==> src/rtl/condlogic_pkg.sv <==
// Shared definitions for the multicycle conditional-execution unit:
// ARM condition-code encodings, NZCV bit positions and the context-select
// width helper. Optional build macro used elsewhere: CONDLOGIC_FLAGFWD_EN.
package condlogic_pkg;

  localparam logic [3:0] COND_EQ = 4'd0;
  localparam logic [3:0] COND_NE = 4'd1;
  localparam logic [3:0] COND_CS = 4'd2;
  localparam logic [3:0] COND_CC = 4'd3;
  localparam logic [3:0] COND_MI = 4'd4;
  localparam logic [3:0] COND_PL = 4'd5;
  localparam logic [3:0] COND_VS = 4'd6;
  localparam logic [3:0] COND_VC = 4'd7;
  localparam logic [3:0] COND_HI = 4'd8;
  localparam logic [3:0] COND_LS = 4'd9;
  localparam logic [3:0] COND_GE = 4'd10;
  localparam logic [3:0] COND_LT = 4'd11;
  localparam logic [3:0] COND_GT = 4'd12;
  localparam logic [3:0] COND_LE = 4'd13;
  localparam logic [3:0] COND_AL = 4'd14;
  localparam logic [3:0] COND_NV = 4'd15;

  localparam int FLAG_N = 3;
  localparam int FLAG_Z = 2;
  localparam int FLAG_C = 1;
  localparam int FLAG_V = 0;

  // Context-select width; a single context still needs a 1-bit select port.
  function automatic int ctx_width(input int n);
    return (n > 1) ? $clog2(n) : 1;
  endfunction

endpackage

==> src/rtl/condlogic_mc_cond_eval.sv <==
// Combinational ARM condition evaluator: condition field + NZCV -> pass/fail.
// AL and the reserved NV encoding both evaluate true so the result is never X.
module cond_eval
  import condlogic_pkg::*;
(
  input  logic [3:0] cond_i,
  input  logic [3:0] flags_i,
  output logic       cond_ex_o
);

  logic n, z, c, v;

  assign n = flags_i[FLAG_N];
  assign z = flags_i[FLAG_Z];
  assign c = flags_i[FLAG_C];
  assign v = flags_i[FLAG_V];

  // Decode the condition field against the selected flags.
  always_comb begin
    cond_ex_o = 1'b1;
    case (cond_i)
      COND_EQ: cond_ex_o = z;
      COND_NE: cond_ex_o = ~z;
      COND_CS: cond_ex_o = c;
      COND_CC: cond_ex_o = ~c;
      COND_MI: cond_ex_o = n;
      COND_PL: cond_ex_o = ~n;
      COND_VS: cond_ex_o = v;
      COND_VC: cond_ex_o = ~v;
      COND_HI: cond_ex_o = c & ~z;
      COND_LS: cond_ex_o = ~c | z;
      COND_GE: cond_ex_o = (n == v);
      COND_LT: cond_ex_o = (n != v);
      COND_GT: cond_ex_o = ~z & (n == v);
      COND_LE: cond_ex_o = z | (n != v);
      COND_AL: cond_ex_o = 1'b1;
      COND_NV: cond_ex_o = 1'b1;
      default: cond_ex_o = 1'b1;
    endcase
  end

endmodule

==> src/rtl/condlogic_mc.sv <==
// Multicycle conditional-execution unit. One NZCV register per context;
// the condition is captured once at Decode (CondLatch) and held, and the flag
// update is staged then applied at ALU writeback (FlagCommit).
// Build macro CONDLOGIC_FLAGFWD_EN: when CondLatch and FlagCommit coincide on
// the pending context, the condition sees the post-commit flags.
module condlogic_mc
  import condlogic_pkg::*;
#(
  parameter int         NCTX        = 2,
  parameter logic [3:0] RESET_FLAGS = 4'b0000,
  localparam int        CTXW        = ctx_width(NCTX)
) (
  input  logic            clk,
  input  logic            reset,
  input  logic [3:0]      Cond,
  input  logic [3:0]      ALUFlags,
  input  logic [1:0]      FlagW,
  input  logic            PCS,
  input  logic            NextPC,
  input  logic            RegW,
  input  logic            MemW,
  input  logic [CTXW-1:0] CtxSel,
  input  logic            CondLatch,
  input  logic            FlagCommit,
  input  logic            Flush,
  output logic            PCWrite,
  output logic            RegWrite,
  output logic            MemWrite,
  output logic            CondEx,
  output logic [3:0]      Flags,
  output logic            FlagPend
);

  logic [3:0]      flags_q [NCTX];
  logic [3:0]      flags_d [NCTX];
  logic            cond_ex_q, cond_ex_d;
  logic [1:0]      flagw_pend_q, flagw_pend_d;
  logic [CTXW-1:0] ctx_pend_q, ctx_pend_d;

  logic [CTXW-1:0] rd_ctx;
  logic [3:0]      eval_flags;
  logic            cond_ex_comb;

  // Out-of-range selects fall back to context 0 for both reads and capture.
  assign rd_ctx = (int'(CtxSel) < NCTX) ? CtxSel : '0;

  // Flags presented to the condition evaluator (optionally bypassing a commit).
  always_comb begin
    eval_flags = flags_q[rd_ctx];
`ifdef CONDLOGIC_FLAGFWD_EN
    if (FlagCommit && CondLatch && (rd_ctx == ctx_pend_q)) begin
      if (flagw_pend_q[1]) eval_flags[3:2] = ALUFlags[3:2];
      if (flagw_pend_q[0]) eval_flags[1:0] = ALUFlags[1:0];
    end
`endif
  end

  cond_eval u_cond_eval (
    .cond_i    (Cond),
    .flags_i   (eval_flags),
    .cond_ex_o (cond_ex_comb)
  );

  // Next state: Flush wins; otherwise commit the old pending update, then capture.
  always_comb begin
    flags_d      = flags_q;
    cond_ex_d    = cond_ex_q;
    flagw_pend_d = flagw_pend_q;
    ctx_pend_d   = ctx_pend_q;
    if (Flush) begin
      cond_ex_d    = 1'b0;
      flagw_pend_d = 2'b00;
    end else begin
      if (FlagCommit) begin
        for (int i = 0; i < NCTX; i++) begin
          if (int'(ctx_pend_q) == i) begin
            if (flagw_pend_q[1]) flags_d[i][3:2] = ALUFlags[3:2];
            if (flagw_pend_q[0]) flags_d[i][1:0] = ALUFlags[1:0];
          end
        end
        flagw_pend_d = 2'b00;
      end
      if (CondLatch) begin
        cond_ex_d    = cond_ex_comb;
        flagw_pend_d = FlagW & {2{cond_ex_comb}};
        ctx_pend_d   = rd_ctx;
      end
    end
  end

  // State registers; reset discards any pending update.
  always_ff @(posedge clk or posedge reset) begin
    if (reset) begin
      for (int i = 0; i < NCTX; i++) flags_q[i] <= RESET_FLAGS;
      cond_ex_q    <= 1'b0;
      flagw_pend_q <= 2'b00;
      ctx_pend_q   <= '0;
    end else begin
      flags_q      <= flags_d;
      cond_ex_q    <= cond_ex_d;
      flagw_pend_q <= flagw_pend_d;
      ctx_pend_q   <= ctx_pend_d;
    end
  end

  assign PCWrite  = NextPC | (PCS & cond_ex_q);
  assign RegWrite = RegW & cond_ex_q;
  assign MemWrite = MemW & cond_ex_q;
  assign CondEx   = cond_ex_q;
  assign Flags    = flags_q[rd_ctx];
  assign FlagPend = |flagw_pend_q;

endmodule

==> config.mk <==
export PLATFORM = sky130hd
export DESIGN_NAME = condlogic_mc
export DESIGN_NICKNAME = d
export VERILOG_FILES = /design/src/rtl/condlogic_pkg.sv /design/src/rtl/condlogic_mc_cond_eval.sv /design/src/rtl/condlogic_mc.sv
export SDC_FILE = /design/constraint.sdc
export NUM_CORES = 1
export LEC_CHECK = 0
export ABC_AREA = 1
export CORE_UTILIZATION = 44
export DETAILED_ROUTE_END_ITERATION = 12
export PLACE_DENSITY = 0.88
export SLEW_MARGIN = 10
export SYNTH_ARGS = -nofsm -noshare
export SYNTH_HDL_FRONTEND = slang
export SYNTH_HIERARCHICAL = 1
export SYNTH_SLANG_ARGS = --single-unit
==> constraint.sdc <==
create_clock -name clk -period 1.63 [get_ports clk]
set_input_delay 0.326 -clock clk [delete_from_list [all_inputs] [get_ports clk]]
set_output_delay 0.326 -clock clk [all_outputs]
set_load 0.03 [all_outputs]
== Word-level counts from Yosys, hierarchy flattened ==
Index checks and enable logic that the tools add are counted.
Storage, ports and cells
  flip-flop bits (word level): 12
  word-level logic and storage cells: 60
Operators by class
  $lt $le $gt $ge: 1
  eq/ne operators: 17
  multiplexer cells: 9
  bitwise operators: 16
  reduce and logical (&&, ||, !) cells: 10
Operator list (number)
  $eq A4 B4 Y1 const B: 8
  $eq A4 B3 Y1 const B: 4
  $reduce_and A4 Y1: 4
  $pmux W1 S15: 1
  $mux W4: 3
  $eq A4 B2 Y1 const B: 2
  $mux W2: 3
  $not A1 Y1: 6
  $and A1 B1 Y1: 5
  $eq A4 B1 Y1 const B: 1
  $logic_not A4 Y1: 1
  $reduce_or A2 Y1: 2
  $or A1 B1 Y1: 3
  $reduce_bool A3 Y1: 1
  $and A2 B2 Y2: 1
  $ge A2 B2 Y1 const B: 1
  $mux W1: 2
  $not A1 Y2: 1
  $reduce_and A2 Y1: 1
  $reduce_bool A2 Y1: 1
  $eq A1 B1 Y1: 1
  $ne A1 B1 Y1: 1

== Longest topological paths before layout ==
Gate-level depths: netlist (run 1).
  word-level depth: 10
  mapped depth: 13
  gate-level depth less buffers: 13

== Hierarchy ==
Netlist (run 1), hierarchy kept.
By module, submodules not included
  condlogic_mc: times used 1, cells an instance 82, area each 603.1 sq um, seq. area each 300.3 sq um
  cond_eval: times used 1, cells an instance 52, area each 232.7 sq um, seq. area each 0.0 sq um

== Worst setup path before layout (run 1) ==
Ideal clock, no wire load.
  kind: input -> register
  from: in CtxSel
  to: reg flagw_pend_q[0]
  setup time: 0.117 ns
  arrival time: 1.423 ns
  setup slack: 0.090 ns
  stages on the path: 12
  path through: inv_1 > nand2_1 > nand2_1 > inv_1 > nand2_1 > nand2_1 > nand3_1 > nand3_2 > nor2_2 > nand4_2 > nand3_1 > nand2_1
On the way
  longest elaborated chain between the ends: 10
  elaborated cells between the ends (all ways): 18
RTL lines
  start, declared: line condlogic_mc.sv:22  | input logic [CTXW-1:0] CtxSel,
  $not A1 Y2 (*)
  $mux W4 (*) (3 in a row)
  via Flags[0]: line condlogic_mc.sv:30  | output logic [3:0] Flags,
  $ne A1 B1 Y1 / $eq A1 B1 Y1 (equally long branches)
  $or A1 B1 Y1 / $and A1 B1 Y1 (equally long branches): line condlogic_mc_cond_eval.sv:35, condlogic_mc_cond_eval.sv:34
  $pmux W1 S15 (*): line condlogic_mc_cond_eval.sv:21  | case (cond_i)
  via cond_ex_comb: line condlogic_mc.sv:42  | logic cond_ex_comb;
  $and A2 B2 Y2 (*): line condlogic_mc.sv:85  | flagw_pend_d = FlagW & {2{cond_ex_comb}};
  $mux W2 (*): line condlogic_mc.sv:83  | if (CondLatch) begin
  $mux W2 (*): line condlogic_mc.sv:70  | if (Flush) begin
  end signal, assigned: line condlogic_mc.sv:101  | flagw_pend_q <= flagw_pend_d;
  end, declared: line condlogic_mc.sv:37  | logic [1:0] flagw_pend_q, flagw_pend_d;
The timed path passes the listed nets; every way through them passes the cells marked *. The select of a mux whose other input is x is not followed.
A chain may end at the register's enable or synchronous reset.

== Worst setup path in the final report (run 1) ==
  from: reg flagw_pend_q[0]
  to: out FlagPend
On the way
  longest elaborated chain between the ends: 1
RTL lines
  $reduce_or A2 Y1: line condlogic_mc.sv:111  | assign FlagPend = |flagw_pend_q;
  end, declared: line condlogic_mc.sv:31  | output logic FlagPend
Every way passes these cells.

==> results of run 1 <==
-- through the flow --
step	utilization [%]	cells	setup slack, ns	hold WS, ns	area [um2]
CTS	70.1	199	0.0551	0.360	1220
detailed placement	68.6	196	-0.415	0.460	1200
global placement	68.6	196	-0.285	0.459	1200
floorplan	-	134	0.0899	0.191	836
global route	70.0	199	0.0101	0.419	1220
finish	70.0	199	0.0490	0.350	1220
-- power by group through the flow --
stage	Clock [uW]	Combinational, uW	Sequential (uW)
after floorplan	0	204	370
after global placement	0	372	377
after detailed placement	0	383	379
after CTS	183	384	374
after global routing	192	425	379
final	177	383	374
-- routing by layer --
layer	up-vias	share of wire (%)	routed length [um]	track usage (%)
met5	-	0	0	0
met4	0	2.2	46	17.0
met3	6	4.1	86	1.59
met2	31	53	1110	40.9
met1	427	41	847	27.3
li1	494	-	-	-
-- area by class of cell --
| type | count | area [um2] | area share (%) |
|---|---|---|---|
| clock buffers | 3 | 22.5 | 1.84 |
| repair buffers | 37 | 325 | 26.6 |
| well taps | 25 | 31.3 | 2.56 |
| multi-input cells | 103 | 472 | 38.6 |
| flip-flops and latches | 12 | 300 | 24.6 |
| inverters | 19 | 71.3 | 5.83 |
-- cell usage after synthesis (all sizes together) --
| master | count |
|---|---|
| nand3 | 21 |
| o21ai | 1 |
| nand2 | 62 |
| a21o | 1 |
| nand3b | 1 |
| inv | 17 |
| or2 | 1 |
| clkinv | 2 |
| a21oi | 1 |
| dfrtp | 12 |
| nand4 | 1 |
| nor2 | 14 |
-- worst max-delay path by stage --
| stage | to | slack, ns | cells after the start |
|---|---|---|---|
| floorplan | flagw_pend_q[0] | 0.09 | 12 |
| global placement | flagw_pend_q[1] | -0.29 | 14 |
| detailed placement | flagw_pend_q[1] | -0.41 | 14 |
| CTS | FlagPend | 0.06 | 2 |
| global route | flagw_pend_q[1] | 0.01 | 12 |
| finish | FlagPend | 0.05 | 2 |
-- cells by family after synthesis --
group                  share of synthesized area, %
AND/OR/NAND/NOR                                53.4
buffers and inverters                          8.53
flip-flops                                     35.9
AO/OA/AOI/OAI                                  2.09
-- flip-flops by register name, summed over array words and instances, names as in the netlist --
name and cells:
ctx_pend_q 1, CondEx 1, flagw_pend_q 2, flags_q 8
-- placed cells by master (no fill, tap or decap), types with 3 or more instances in the layout --
master / n
nand3_1: 20
dfrtp_1: 12
inv_1: 16
clkdlybuf4s50_1: 18
nor2_1: 7
clkbuf_4: 3
nor2_2: 5
buf_4: 16
nand2_1: 60
-- timing repair --
item | in CTS | in global routing
endpoints found under the setup margin | 9 | 3
hold buffers | 0 | 0
gates resized for setup | 7 | 3
==> impl_metrics.json, run 1 <==
{
  "fin_skew_ns": 0.00286,
  "tritoncts": "yes",
  "p_leak_uw": 0.000687,
  "switching_power_uw": 337,
  "hpwlAfterDp_um": 1750,
  "cp_slowest_cell": "dfrtp_1",
  "tightest_slew_ns": 0.445,
  "drive_above_1_share_pct": 19.5,
  "io_buffers": 28,
  "cts_setup_buffers": 0,
  "rsz0062_at_grt": "false",
  "clk_latency_ns": 0.27,
  "finish.net_count": 196,
  "slowest_delay_ns": 0.40,
  "yosysTopAreaCellShare_pct": 35.9,
  "wl_um": 2090,
  "overflow": 0,
  "period_needed_ns": 1.58,
  "core-area_um2": 1750,
  "initial_core_util_pct": 47.9,
  "vias": 958,
  "ant_nets": 0,
  "critPathMaxFanout": 2,
  "rr_endpoint": "flagw_pend_q[1]",
  "end_kind": "output port",
  "power_frac_clock_pct": 18.9,
  "drv_slew": 0,
  "internal_power_uw": 597,
  "pwr-share-comb_pct": 41.0,
  "rr_startpoint": "flags_q[0]",
  "finalHoldViolations": 0,
  "grt_usage_pct": 23.6,
  "ys_seq_area_share_pct": 35.9,
  "die_w_um": 45.6,
  "path_clk_slew_ns": 0.07,
  "path_class": "reg -> out",
  "path_buf_inv": 1,
  "syn_nets": 154,
  "place_congestion": 0.926,
  "synth_top_cell_by_area": "dfrtp_1",
  "die_h_um": 45.6,
  "die_area_um2": 2080,
  "htreeDepth": 1,
  "period_share_pct": 97.0,
  "status": "complete, no violations",
  "slew_headroom_pct": 70.3,
  "r2r_setup_slack_ns": 0.16,
  "finalPower_uw": 934,
  "yosysWarningCount": 6,
  "first_global_vias": 893,
  "setup-violations-final": 0,
  "numClockSinks": 12,
  "drt_iter0_drc": 14,
  "avgSynthCellArea_um2": 6.24,
  "tns_ns": 0,
  "hp-class": "in -> async",
  "grt_max_degree": 13,
  "startpoint": "flagw_pend_q[0]",
  "rr_worst_depth": 12,
  "cts_buffer_depth": 2,
  "area_growth_pct": 46.3,
  "grt_first_pass_wirelength_um": 3420,
  "ys_ff_latch": 12,
  "fillers": 148,
  "swShare_pct": 36.1,
  "crit_chain": "or2_2 -> clkdlybuf4s15_2",
  "vdd_drop_max_uv": 616,
  "p_per_area_nw_per_um2": 764,
  "ys_types": 16,
  "syn_area_um2": 836,
  "fmax_mhz": 633,
  "crit_path_start_kind": "flop",
  "cap_violations": 0,
  "n_antenna_cell": 0,
  "crit_family": "flip-flops",
  "synth_cells": 134,
  "p_seq_share_pct": 40.1,
  "worstPathArrival_ns": 1.25,
  "cts_root_buf": "clkbuf_4",
  "rows": 15,
  "cp.required_ns": 1.30,
  "drc": 0,
  "io_pins": 29,
  "synth.area.top_cells": "dfrtp_1 (36%), nand2_1 (28%), nand3_1 (12%)",
  "via_per_inst": 4.81,
  "grt_antenna_before_repair": 0,
  "wire_per_inst_um": 10.5,
  "cts_buffers": 3,
  "dr.pass1.iters": 4
}
(Power assumes the default switching activity.)
==> run 2, diff against run 1 <==
==> constraint.sdc (replaced) <==
create_clock -name clk -period 1.5 [get_ports clk]
set_input_delay 0.3 -clock clk [delete_from_list [all_inputs] [get_ports clk]]
set_output_delay 0.3 -clock clk [all_outputs]
set_load 0.03 [all_outputs]
==> run 2 against run 1 <==
Net effect: die area did not move; worst hold slack got worse by 0.024 ns; via count rose by 5.6%; worst setup slack improved by 0.020 ns; sequential share of layout area fell by 1.0 points; critical path depth did not move; utilization rose by 3.1 points; final cell count rose by 2.0%; highest routed layer unchanged.
==> impl_metrics.json, run 2 (synthesis results as in run 1) <==
{
  "status": "complete, no violations",
  "final_common_cell": "nand2_1",
  "stdcell_area_um2": 1280,
  "wl_um": 2320,
  "numClockSinks": 12,
  "top_register": "flags_q",
  "area_growth_pct": 52.7,
  "slew_headroom_pct": 69.4,
  "fillers": 145,
  "rsz0062_at_grt": "true",
  "initial_core_util_pct": 47.9,
  "place_inst": 197,
  "die_area_um2": 2080,
  "r2r_setup_slack_ns": 0.08,
  "period_share_pct": 95.4,
  "critPathMaxFanout": 2,
  "hp-class": "in -> async",
  "path_class": "reg -> out",
  "p_per_area_nw_per_um2": 827,
  "path_clk_slew_ns": 0.07,
  "cp_slowest_cell": "dfrtp_1",
  "fmax_mhz": 699,
  "grt_first_pass_wirelength_um": 3470,
  "drc": 0,
  "finish.net_count": 200,
  "die_h_um": 45.6,
  "rows": 15,
  "drt_iter0_drc": 27,
  "dr.pass1.iters": 4,
  "tritoncts": "yes",
  "via_per_inst": 4.99,
  "setup-violations-final": 0,
  "tightest_slew_ns": 0.458,
  "rr_worst_depth": 12,
  "grt_antenna_before_repair": 0,
  "cap_violations": 0,
  "largest_reg_flops": 8,
  "placed_cell_area_um2": 1210,
  "crit_path_start_kind": "flop",
  "grt_usage_pct": 23.5,
  "postCtsHoldBufs": 0,
  "overflow": 0,
  "hpwlAfterDp_um": 1800,
  "cp.required_ns": 1.20,
  "period_needed_ns": 1.43,
  "fin_skew_ns": 0.00408,
  "final_core_util_pct": 73.1,
  "slowest_delay_ns": 0.39,
  "drive_above_1_share_pct": 25.3,
  "cts_buffers": 3,
  "first_global_vias": 903,
  "rr_startpoint": "flags_q[0]",
  "worstPathArrival_ns": 1.13,
  "cts_root_buf": "clkbuf_4",
  "cts_buffer_depth": 2,
  "drv_slew": 0,
  "grt_max_degree": 13,
  "ant_nets": 0,
  "final_cells": 203,
  "top_regs": "flags_q (8), flagw_pend_q (2)",
  "htreeDepth": 1,
  "rr_endpoint": "flagw_pend_q[1]",
  "place_congestion": 0.952,
  "clk_latency_ns": 0.27,
  "final_cell_mix": "nand2_1 (54), buf_4 (20), nand3_1 (19), clkdlybuf4s50_1 (15), inv_1 (14)",
  "n_antenna_cell": 0,
  "crit_chain": "or2_2 -> buf_2",
  "finalPower_uw": 1060,
  "vdd_drop_max_uv": 772,
  "p_leak_uw": 0.000740,
  "vias": 1012,
  "finalHoldViolations": 0,
  "holdWs_ns": 0.326,
  "end_kind": "output port",
  "io_pins": 29,
  "die_w_um": 45.6,
  "wire_per_inst_um": 11.4,
  "io_buffers": 28,
  "core-area_um2": 1750
}
## run 2: cell types whose count changed in the layout (fill, tap and decap cells not counted), moves of 2 or more
cell / delta
nand2_2: +6
dlymetal6s2s_1: +3
clkdlybuf4s50_1: -3
nand2_1: -6
buf_4: +4
inv_2: +2
inv_1: -2
## run 2: area by class of cell
class / instances / area [um2] / area share (%)
sequential: 12 / 300 / 23.5
clock buffer: 3 / 22.5 / 1.76
tap: 25 / 31.3 / 2.45
timing repair buffer: 41 / 362 / 28.3
multi-input combinational: 103 / 489 / 38.3
inverter: 19 / 71.3 / 5.59
## run 2: how the worst max path moves through the flow
stage,startpoint,to,slack [ns],depth (start not counted)
after global placement,CtxSel,flagw_pend_q[0],-0.38,14
after CTS,flagw_pend_q[0],FlagPend,-0.03,2
final,flagw_pend_q[0],FlagPend,0.07,2
after detailed placement,CtxSel,flagw_pend_q[0],-0.47,14
after floorplan,flags_q[5],flagw_pend_q[0],0.07,10
after global routing,flags_q[0],flagw_pend_q[1],-0.03,12
## run 2: where the power goes
group | total (uW) | internal (uW) | leakage, uW | switching, uW
clock network | 194 | 93.1 | 0.0000138 | 101
logic | 463 | 207 | 0.000566 | 256
registers | 399 | 371 | 0.000160 | 28.4
total | 1060 | 671 | 0.000740 | 385
## run 2: stage by stage
step           setup WS [ns]  setup TNS (ns)
2_1_floorplan         0.0687               0
3_3_place_gp          -0.379           -1.81
3_5_place_dp          -0.465           -2.06
4_1_cts              -0.0324         -0.0324
5_1_grt              -0.0315         -0.0626
6_report              0.0690               0
## run 2: per-layer routing
metal	up-vias	share of wire, %	GRT usage [%]
met5	-	0	0
met4	0	3.1	14.5
li1	506	-	-
met3	9	3.8	2.38
met1	457	38	26.5
met2	40	54	42.0
## run 2: worst max-delay path: cells and delay by family, from the launching register on
family	cells	cell delay [ns]
flops	1	0.39
simple gates	1	0.29
buf+inv	1	0.18
## run 2: timing repair
action,in CTS,in global routing
pin swaps,0,12
buffers inserted,0,3
gates resized for setup,7,13
setup endpoints to repair,9,4
